### config.mk
export PLATFORM = sky130hd
export DESIGN_NAME = conv_wload_flat
export DESIGN_NICKNAME = d
export VERILOG_FILES = /design/src/rtl/conv_pkg.sv /design/src/rtl/conv_wload_if.sv /design/src/rtl/conv_vpipe.sv /design/src/rtl/conv_wload.sv /design/src/flat_wrapper.sv
export SDC_FILE = /design/constraint.sdc
export NUM_CORES = 1
export LEC_CHECK = 0
export ABC_AREA = 1
export BUFFER_PORTS_ARGS = -buffer_cell sky130_fd_sc_hd__buf_4
export CAP_MARGIN = 0
export CORE_UTILIZATION = 45
export CTS_CLUSTER_DIAMETER = 60
export DETAILED_ROUTE_END_ITERATION = 10
export PLACE_DENSITY = 0.84
export SLEW_MARGIN = 25
export SYNTH_ARGS = -nofsm -noshare
export SYNTH_HDL_FRONTEND = slang
export SYNTH_SLANG_ARGS = --single-unit
### constraint.sdc
create_clock -name clk -period 1.9 [get_ports clk]
set_clock_uncertainty 0.15 [all_clocks]
set_input_delay 0.38 -clock clk [delete_from_list [all_inputs] [get_ports clk]]
set_output_delay 0.38 -clock clk [all_outputs]
set_load 0.01 [all_outputs]
### src/rtl/conv_pkg.sv
// Shared constants, counter sizing and FSM state encoding for the convolution
// weight-load path.
package conv_pkg;

    localparam int FSIZE   = 5;
    localparam int NWEIGHT = FSIZE * FSIZE;

    // Width of a counter that must hold the value n.
    function automatic int cnt_w(input int n);
        return $clog2(n + 1);
    endfunction

    localparam int CNT_W = cnt_w(NWEIGHT);

    typedef enum logic [1:0] {
        S_IDLE,
        S_ISSUE,
        S_DRAIN,
        S_DONE
    } wload_state_t;

endpackage

### src/rtl/conv_wload_if.sv
// Handshake and memory-side bundle for conv_wload; the bias field exists only
// when CONV_WLOAD_BIAS_EN is defined.
interface conv_wload_if #(
    parameter int DWIDTH = 16,
    parameter int AWIDTH = 12
);
    logic              start;
    logic [AWIDTH-1:0] base_addr;
    logic              mem_re;
    logic [AWIDTH-1:0] mem_addr;
    logic [DWIDTH-1:0] read_data;
    logic              wreg_we;
    logic              busy;
    logic              done;
`ifdef CONV_WLOAD_BIAS_EN
    logic [DWIDTH-1:0] bias;

    modport master (
        output start, base_addr, read_data,
        input  mem_re, mem_addr, wreg_we, busy, done, bias
    );
    modport slave (
        input  start, base_addr, read_data,
        output mem_re, mem_addr, wreg_we, busy, done, bias
    );
`else
    modport master (
        output start, base_addr, read_data,
        input  mem_re, mem_addr, wreg_we, busy, done
    );
    modport slave (
        input  start, base_addr, read_data,
        output mem_re, mem_addr, wreg_we, busy, done
    );
`endif
endinterface

### src/rtl/conv_vpipe.sv
// DEPTH-stage single-bit valid delay line with asynchronous clear.
module conv_vpipe #(
    parameter int DEPTH = 1
) (
    input  logic clk,
    input  logic rst,
    input  logic vin,
    output logic vout,
    output logic empty
);
    logic [DEPTH-1:0] pipe;

    // empty ignores the output stage: the owner's DONE state is registered,
    // so it must leave DRAIN while the last valid is still being presented.
    if (DEPTH == 1) begin : g_one
        always_ff @(posedge clk or posedge rst) begin
            if (rst) pipe <= '0;
            else     pipe <= vin;
        end
        assign empty = 1'b1;
    end else begin : g_many
        always_ff @(posedge clk or posedge rst) begin
            if (rst) pipe <= '0;
            else     pipe <= {pipe[DEPTH-2:0], vin};
        end
        assign empty = ~|pipe[DEPTH-2:0];
    end

    assign vout = pipe[DEPTH-1];

endmodule

### src/rtl/conv_wload.sv
// Weight-load sequencer: reads one FSIZE x FSIZE filter and strobes wreg_we in
// step with returned data. Define CONV_WLOAD_BIAS_EN to also fetch a bias word.
//
// state   | meaning
// IDLE    | waiting for start; base latched on accept
// ISSUE   | mem_re high, address = base + count
// DRAIN   | reads in flight, waiting for valid pipe to empty
// DONE    | one-cycle done pulse
module conv_wload #(
    parameter int DWIDTH = 16,
    parameter int AWIDTH = 12,
    parameter int FSIZE  = 5,
    parameter int RDLAT  = 1
) (
    input logic         clk,
    input logic         rst,
    conv_wload_if.slave bus
);
    import conv_pkg::*;

`ifdef CONV_WLOAD_BIAS_EN
    localparam int NLOAD = FSIZE * FSIZE + 1;
`else
    localparam int NLOAD = FSIZE * FSIZE;
`endif
    localparam int CW = cnt_w(NLOAD);

    wload_state_t      state, state_nxt;
    logic [AWIDTH-1:0] base_q;
    logic [CW-1:0]     count;
    logic              last_rd;
    logic              we_out;
    logic              drained;
    logic              busy_q;
    logic              done_q;

    assign bus.mem_re   = (state == S_ISSUE);
    assign bus.mem_addr = bus.mem_re ? base_q + AWIDTH'(count) : '0;
    assign last_rd      = bus.mem_re && (count == CW'(NLOAD - 1));

    always_ff @(posedge clk or posedge rst) begin
        if (rst) begin
            state  <= S_IDLE;
            base_q <= '0;
            count  <= '0;
            busy_q <= 1'b0;
            done_q <= 1'b0;
        end else begin
            state  <= state_nxt;
            busy_q <= (state_nxt != S_IDLE);
            done_q <= (state_nxt == S_DONE);
            if (state == S_IDLE && bus.start) begin
                base_q <= bus.base_addr;
                count  <= '0;
            end else if (bus.mem_re && !last_rd) begin
                count <= count + CW'(1);
            end
        end
    end

    always_comb begin
        state_nxt = state;
        unique case (state)
            S_IDLE:  if (bus.start) state_nxt = S_ISSUE;
            S_ISSUE: if (last_rd)   state_nxt = S_DRAIN;
            S_DRAIN: if (drained)   state_nxt = S_DONE;
            S_DONE:                 state_nxt = S_IDLE;
            default:                state_nxt = S_IDLE;
        endcase
    end

`ifdef CONV_WLOAD_BIAS_EN
    logic              bias_vld;
    logic              we_empty;
    logic              bias_empty;
    logic [DWIDTH-1:0] bias_q;

    // The bias read travels in its own pipe so it never reaches wreg_we.
    conv_vpipe #(.DEPTH(RDLAT)) u_we_pipe (
        .clk   (clk),
        .rst   (rst),
        .vin   (bus.mem_re && !last_rd),
        .vout  (we_out),
        .empty (we_empty)
    );
    conv_vpipe #(.DEPTH(RDLAT)) u_bias_pipe (
        .clk   (clk),
        .rst   (rst),
        .vin   (last_rd),
        .vout  (bias_vld),
        .empty (bias_empty)
    );
    assign drained = we_empty && bias_empty;

    always_ff @(posedge clk or posedge rst) begin
        if (rst)           bias_q <= '0;
        else if (bias_vld) bias_q <= bus.read_data;
    end
    assign bus.bias = bias_q;
`else
    conv_vpipe #(.DEPTH(RDLAT)) u_we_pipe (
        .clk   (clk),
        .rst   (rst),
        .vin   (bus.mem_re),
        .vout  (we_out),
        .empty (drained)
    );
`endif

    assign bus.wreg_we = we_out;
    assign bus.busy    = busy_q;
    assign bus.done    = done_q;

endmodule

### src/flat_wrapper.sv
// flat-port wrapper written by rule: the top's interface ports become plain ports
module conv_wload_flat import conv_pkg::*;
#(
    parameter int DWIDTH = 16,
    parameter int AWIDTH = 12,
    parameter int FSIZE  = 5,
    parameter int RDLAT  = 1
)
  (clk, rst, bus_start, bus_base_addr, bus_read_data, bus_mem_re, bus_mem_addr, bus_wreg_we, bus_busy, bus_done);
  conv_wload_if #(.DWIDTH(DWIDTH), .AWIDTH(AWIDTH)) bus_i ();
  input logic clk;
  input logic rst;
  input wire logic [$bits(bus_i.start)-1:0] bus_start;
  input wire logic [$bits(bus_i.base_addr)-1:0] bus_base_addr;
  input wire logic [$bits(bus_i.read_data)-1:0] bus_read_data;
  output wire logic [$bits(bus_i.mem_re)-1:0] bus_mem_re;
  output wire logic [$bits(bus_i.mem_addr)-1:0] bus_mem_addr;
  output wire logic [$bits(bus_i.wreg_we)-1:0] bus_wreg_we;
  output wire logic [$bits(bus_i.busy)-1:0] bus_busy;
  output wire logic [$bits(bus_i.done)-1:0] bus_done;
  assign bus_i.start = bus_start;
  assign bus_i.base_addr = bus_base_addr;
  assign bus_i.read_data = bus_read_data;
  assign bus_mem_re = bus_i.mem_re;
  assign bus_mem_addr = bus_i.mem_addr;
  assign bus_wreg_we = bus_i.wreg_we;
  assign bus_busy = bus_i.busy;
  assign bus_done = bus_i.done;
  conv_wload #(.DWIDTH(DWIDTH), .AWIDTH(AWIDTH), .FSIZE(FSIZE), .RDLAT(RDLAT)) u_core (.clk(clk), .rst(rst), .bus(bus_i));
endmodule
==> summary.md, run 1 <==
| Metric | Value |
|---|---|
| DR iter-0 viols | 83 |
| Maximum VDD drop | around 0.0013 V |
| Layout cells sized above 1 | about 57% |
| Die area | 3380 um2 |
| Status | complete, but fails checks |
| Syn nets | 209 |
| Unrepaired setup endpoints after global routing | true |
| Post-DRT Antenna Nets | 0 |
| Initial Util | between 40% and 50% |
| Number of global-route vias before repair | 1291 |
| Drt pass-1 iters | 4 |
| I/O pins | 47 |
| Crit start category | flop |
| Insertion delay to the later sink of the worst-skew pair | approximately 330 ps |
| Ys flop type | dfrtp_1 |
| Crit path required time | roughly 1400 ps |
| Port Buffers | 30 |
| Pleak | 1.11 nW |
| Nets | between 200 and 300 |
| Simple-gate area share of the yosys netlist | 30.1% |
| Endpoints failing setup | 11 |
| Synth warn | 0 |
| Synth Area in Adders | roughly 7.6% |
| Synthesized flop and latch total | 22 |
| Routability Congestion | 0.822 |
| Top cell type's share of synthesized area | around 39% |
| Crit path max fanout | 6 |
| Clock sink total | 22 |
| Total GRT Usage | between 20% and 30% |
| Final Critical Period | 2570 ps |
| CTS Buf Count | 3 |
| Synth unique cells | 23 |
| Synth Area in XOR/XNOR | 0% |
| Mean Syn Cell Area | ~8.3 um2 |
| Largest net degree at the start of global routing | 23 |
| Post-synthesis cell count | 170 |
| Global-route wire length before repair | 5840 um |
| Number of cells on the worst hold path | 2 |
| Ant. Diodes | 0 |
| Rel. slew slack | 75.9% |
| Layout area overhead | 54.2% |
| Fin crit share | 135% |
| Critical Path End Type | output port |
| Total core area | a little over 3000 um2 |
| Seq/Total Area, Yosys | a little under 40% |
| Ys async rst share | 100% |
| GRT overflow | 0 |
| Count leader, synth | nand2_1 |
| Largest family of logic cells by synthesized area | simple AND/OR/NAND/NOR gates |
| Worst slew pin tran | approximately 360 ps |
| Failing checks | setup timing |
| FP Rows | 20 |
| Synth area leader | dfrtp_1 |
| Mux share of post-synthesis cell area | a little under a tenth |
| Synth cell count leaders | nand2_1 (31), dfrtp_1 (22), nor2_1 (21) |
| Die W | 58.2 um |
| TritonCTS clock tree | built |
| Final Core Density | roughly 72% |
| PnR worst setup slack | -666 ps |
| H-Tree Depth | 1 |
| Routed WL per cell | 15.4 um |
| WP data arrival | between 2000 and 2500 ps |
| Initial antenna violation count | 0 |
| Maximum clock rate | slightly below 400 MHz |
| DRC viols | 0 |
| Clock Tree Buf Depth | 2 |
| Top post-synthesis cells by area | dfrtp_1 (39%), mux2_4 (8.5%), nand2_1 (8.2%), ha_1 (6.2%), nand3_1 (5.6%) |
| Clk slew on worst S/H paths | roughly 140 ps |
| EDFF count, synth | 0 |
| Slew Limit Fails | 0 |
| Clk root buf | clkbuf_4 |
| Routed vias/inst | approximately 5.2 |
| Final hold vios | 0 |
| Max Cap Violations | 0 |
| Power Total | between 0.004 and 0.005 W |
| Via count | 1421 |
| Final wirelength | approximately 4200 um |
| WS Path Type | reg2out |
| Power Density | about 2300 nW/um2 |
| Die height | 58.2 um |
| HP Class | in2reg |
| Post-DP HPWL | approximately 2200 um |
| R2R depth | 8 |
| Synthesized area | between 1000 and 1500 um2 |
| Compound-Gate Fraction of Synth Area | approximately 6.3% |
## metal layers
metal  routed length [um]  vias up  global-route usage, %
li1                     -      677                      -
met1                 1680      684                   28.3
met2                 2270       50                   39.9
met3                  161       10                   3.13
met4                   89        0                   7.14
met5                    0        -                      0
## final cells by class
cell class                 instances  area (um2)
timing repair buffer              57         442
tap                               44        55.1
multi-input combinational        123        1000
clock inverter                     1        30.0
clock buffer                       3        22.5
sequential                        22         552
fill                             214         840
inverter                          22        85.1
## through the flow
stage	TNS (ps)	worst slack [ps]	hold slack (ps)	instance area (um2)	std cells
CTS	-4720	-555	133	2020	266
detailed placement	-1030	-224	293	1810	258
global route	-6270	-759	116	2190	272
floorplan	-322	-113	219	1440	170
global placement	-812	-219	290	1810	258
finish	-5530	-666	114	2190	272
## sequential cells by signal (all words and copies together) (netlist names)
name	count
u_core.base_q	12
u_core.count	5
u_core.state	2
u_core.bus.busy	1
u_core.bus.done	1
u_core.u_we_pipe.vout	1
## layout by cell type (no fill, tap or decap), types with 2 or more instances in the layout
cell	instances
buf_4	53
dfrtp_1	21
nand2_1	19
inv_1	16
nor2_1	15
nand2_2	14
mux2_4	8
nand3_1	8
nand3_2	7
o21ai_0	6
a21oi_2	6
inv_2	5
nor2_2	5
nand3_4	4
a21oi_1	4
nor2_4	4
nand4_1	4
nand2_4	4
ha_4	4
clkbuf_4	3
buf_6	3
ha_1	2
## kinds of logic after synthesis
| family | Yosys count |
|---|---|
| muxes | 9 |
| and+or+nand+nor | 88 |
| adders and majority gates | 8 |
| AOI/OAI and AO/OA | 18 |
| buffers and inverters | 25 |
| DFF | 22 |
## path summary, 6_finish.rpt
check	from	endpoint	slack (ps)
max	u_core.base_q[0]	bus_mem_addr[8]	-670
min	bus_base_addr[2]	u_core.base_q[2]	110
max reg2reg	u_core.count[1]	u_core.count[4]	180
min reg2reg	u_core.state[0]	u_core.bus.done	330
max in group asynchronous	rst	u_core.count[2]	870
min in group asynchronous	rst	u_core.base_q[10]	480
## timing repair
action,in CTS,in global routing
setup endpoints to repair,12,12
gates resized for setup,23,34
endpoints found under the hold margin,22,0
pin swaps,13,24
setup buffers,3,6
cloned,0,0
hold buffers,1,0
## power by group
| part | internal, W | switching [W] |
|---|---|---|
| clock network | 0.000214 | 0.000165 |
| registers | 0.000679 | 0.000247 |
| logic | 0.00178 | 0.00185 |
## worst max-delay path, stage by stage, from the launching register on
cell,delay (ps)
dfrtp_1,410
ha_2,200
fa_2,380
nand2_2,90
nand2_2,70
nand3_2,90
nand2_4,90
a21oi_2,160
nor2_2,60
buf_4,140
Power figures use the tool's default switching activity.
==> run 2, diff against run 1 <==
SKIP_CTS_REPAIR_TIMING = 1   (was default)
==> summary.md, run 2 (same netlist as run 1, synthesis figures left out) <==
| Metric | Value |
|---|---|
| Rel. slew slack | 76.3% |
| Cell Count, Final, Fillers Out | 266 |
| Die height | slightly below 60 um |
| Critical Path End Type | output port |
| Pleak | about 1.0 nW |
| Largest net degree at the start of global routing | 23 |
| Final setup TNS | -5380 ps |
| Clock Tree Buf Depth | 2 |
| Routability Congestion | 0.822 |
| Global-route wire length before repair | 4950 um |
| Largest register FFs | 12 |
| Register area | about 550 um2 |
| Top flop regs | u_core.base_q: 12 flops, u_core.count: 5 flops, u_core.state: 2 flops |
| Crit. Startpoint | u_core.base_q[0] |
| Die W | about 58 um |
| TritonCTS clock tree | built |
| Clk slew on worst S/H paths | between 100 and 150 ps |
| Worst slew pin tran | between 300 and 400 ps |
| I/O pins | 47 |
| Initial antenna violation count | 0 |
| Endpoints failing setup | 11 |
| Area post-placement | 1810 um2 |
| Slew Limit Fails | 0 |
| Total core area | a little over 3000 um2 |
| PnR worst setup slack | -622 ps |
| Failing checks | setup timing |
| Status | complete, but fails checks |
| Layout area overhead | 40.4% |
| Placed insts | 258 |
| Crit start category | flop |
| Fin crit share | 133% |
| # fillers | roughly 250 |
| Reg2reg setup slack | 230 ps |
| Total GRT Usage | about a fifth |
| Clk root buf | clkbuf_4 |
| Crit path required time | about 1400 ps |
| Final Hold Slack | approximately 120 ps |
| Insertion delay to the later sink of the worst-skew pair | 330 ps |
| R2R depth | 8 |
| Final instance area | 1990 um2 |
| Routed WL per cell | between 10 and 15 um |
| Number of global-route vias before repair | approximately 1200 |
| Ant. Diodes | 0 |
| Nets | between 200 and 300 |
| Maximum clock rate | between 300 and 400 MHz |
| Post-DRT Antenna Nets | 0 |
| Unrepaired setup endpoints after global routing | true |
| Biggest register | u_core.base_q |
| R2R Path Start | u_core.count[1] |
| H-Tree Depth | 1 |
| Area of the multi-input gates | between 800 and 900 um2 |
| Setup WS pre-CTS | -224 ps |
| Critical path destination | bus_mem_addr[8] |
| DRC viols | 0 |
| Layout cells sized above 1 | between 40% and 50% |
| Crit path max fanout | 6 |
| Routed vias/inst | about 5 |
| Commonest cells after routing, fill and taps aside | buf_4 (49), nand2_1 (27), dfrtp_1 (22), inv_1 (17), nor2_1 (16) |
| WP data arrival | a little under 2000 ps |
| Power Density | approximately 2100 nW/um2 |
| DR iter-0 viols | 118 |
| Initial Util | between 40 and 50% |
| Critical R2R Capture | u_core.count[3] |
| HP Class | in2reg |
| Final Critical Period | ~2500 ps |
| Clock sink total | 22 |
| Drt pass-1 iters | 5 |
| Commonest non-fill, non-tap cell in the layout | buf_4 |
| WS Path Type | reg2out |
| Post-DP HPWL | 2230 um |
| Max Cap Violations | 0 |
| FP Rows | 20 |
| Final hold vios | 0 |
| Final wirelength | between 3000 and 4000 um |
| Via count | ~1300 |
| Die area | between 3000 and 4000 um2 |
| Port Buffers | 30 |
| Maximum VDD drop | approximately 0.0010 V |
| GRT overflow | 0 |
| CTS Buf Count | 3 |
run 2: cell count changes in the layout (fill, tap and decap cells not counted), sizes merged:
cell | before | now
buf | 56 | 50
run 2: metal layers:
metal	routed length, um	GRT usage [%]
met4	65	4.42
met3	192	2.23
met1	1420	24.6
met5	0	0
met2	1820	33.3
run 2: per-stage QoR:
step / util [%] / power [W]
after floorplan: - / 0.00239
after global placement: 59.9 / 0.00330
after detailed placement: 59.9 / 0.00339
after CTS: 61.7 / 0.00377
after global routing: 65.8 / 0.00455
final: 65.8 / 0.00423
run 2: area by class of cell:
cell class              count  area share (%)
clock buffers               3            1.13
clock inverters             1            1.51
inverters                  22            4.15
multi-input cells         123            43.3
flip-flops and latches     22            27.6
well taps                  44            2.76
repair buffers             51            19.5
run 2: worst min-delay path by stage:
| stage | start | to | slack (ps) | cells past startpoint |
|---|---|---|---|---|
| CTS | rst | u_core.u_we_pipe.vout | -70 | 3 |
| finish | bus_base_addr[2] | u_core.base_q[2] | 120 | 2 |
| global placement | rst | u_core.u_we_pipe.vout | 290 | 3 |
| floorplan | rst | u_core.base_q[0] | 220 | 1 |
| global route | bus_base_addr[2] | u_core.base_q[2] | 120 | 2 |
| detailed placement | rst | u_core.u_we_pipe.vout | 290 | 3 |
run 2: power by group:
group          leakage [nW]  internal (W)  switching [W]
sequential            0.257      0.000677       0.000231
clock                0.0279      0.000214       0.000164
combinational         0.764       0.00146        0.00148
run 2: worst max-delay path, cell delays in order, from the launching register on:
cell and delay (ps):
dfrtp_1 410, ha_2 200, fa_2 380, nand2_2 90
nand2_2 70, nand3_2 80, nand2_4 90, nand3_2 80
nand2_1 60, nor2_2 80, buf_4 120
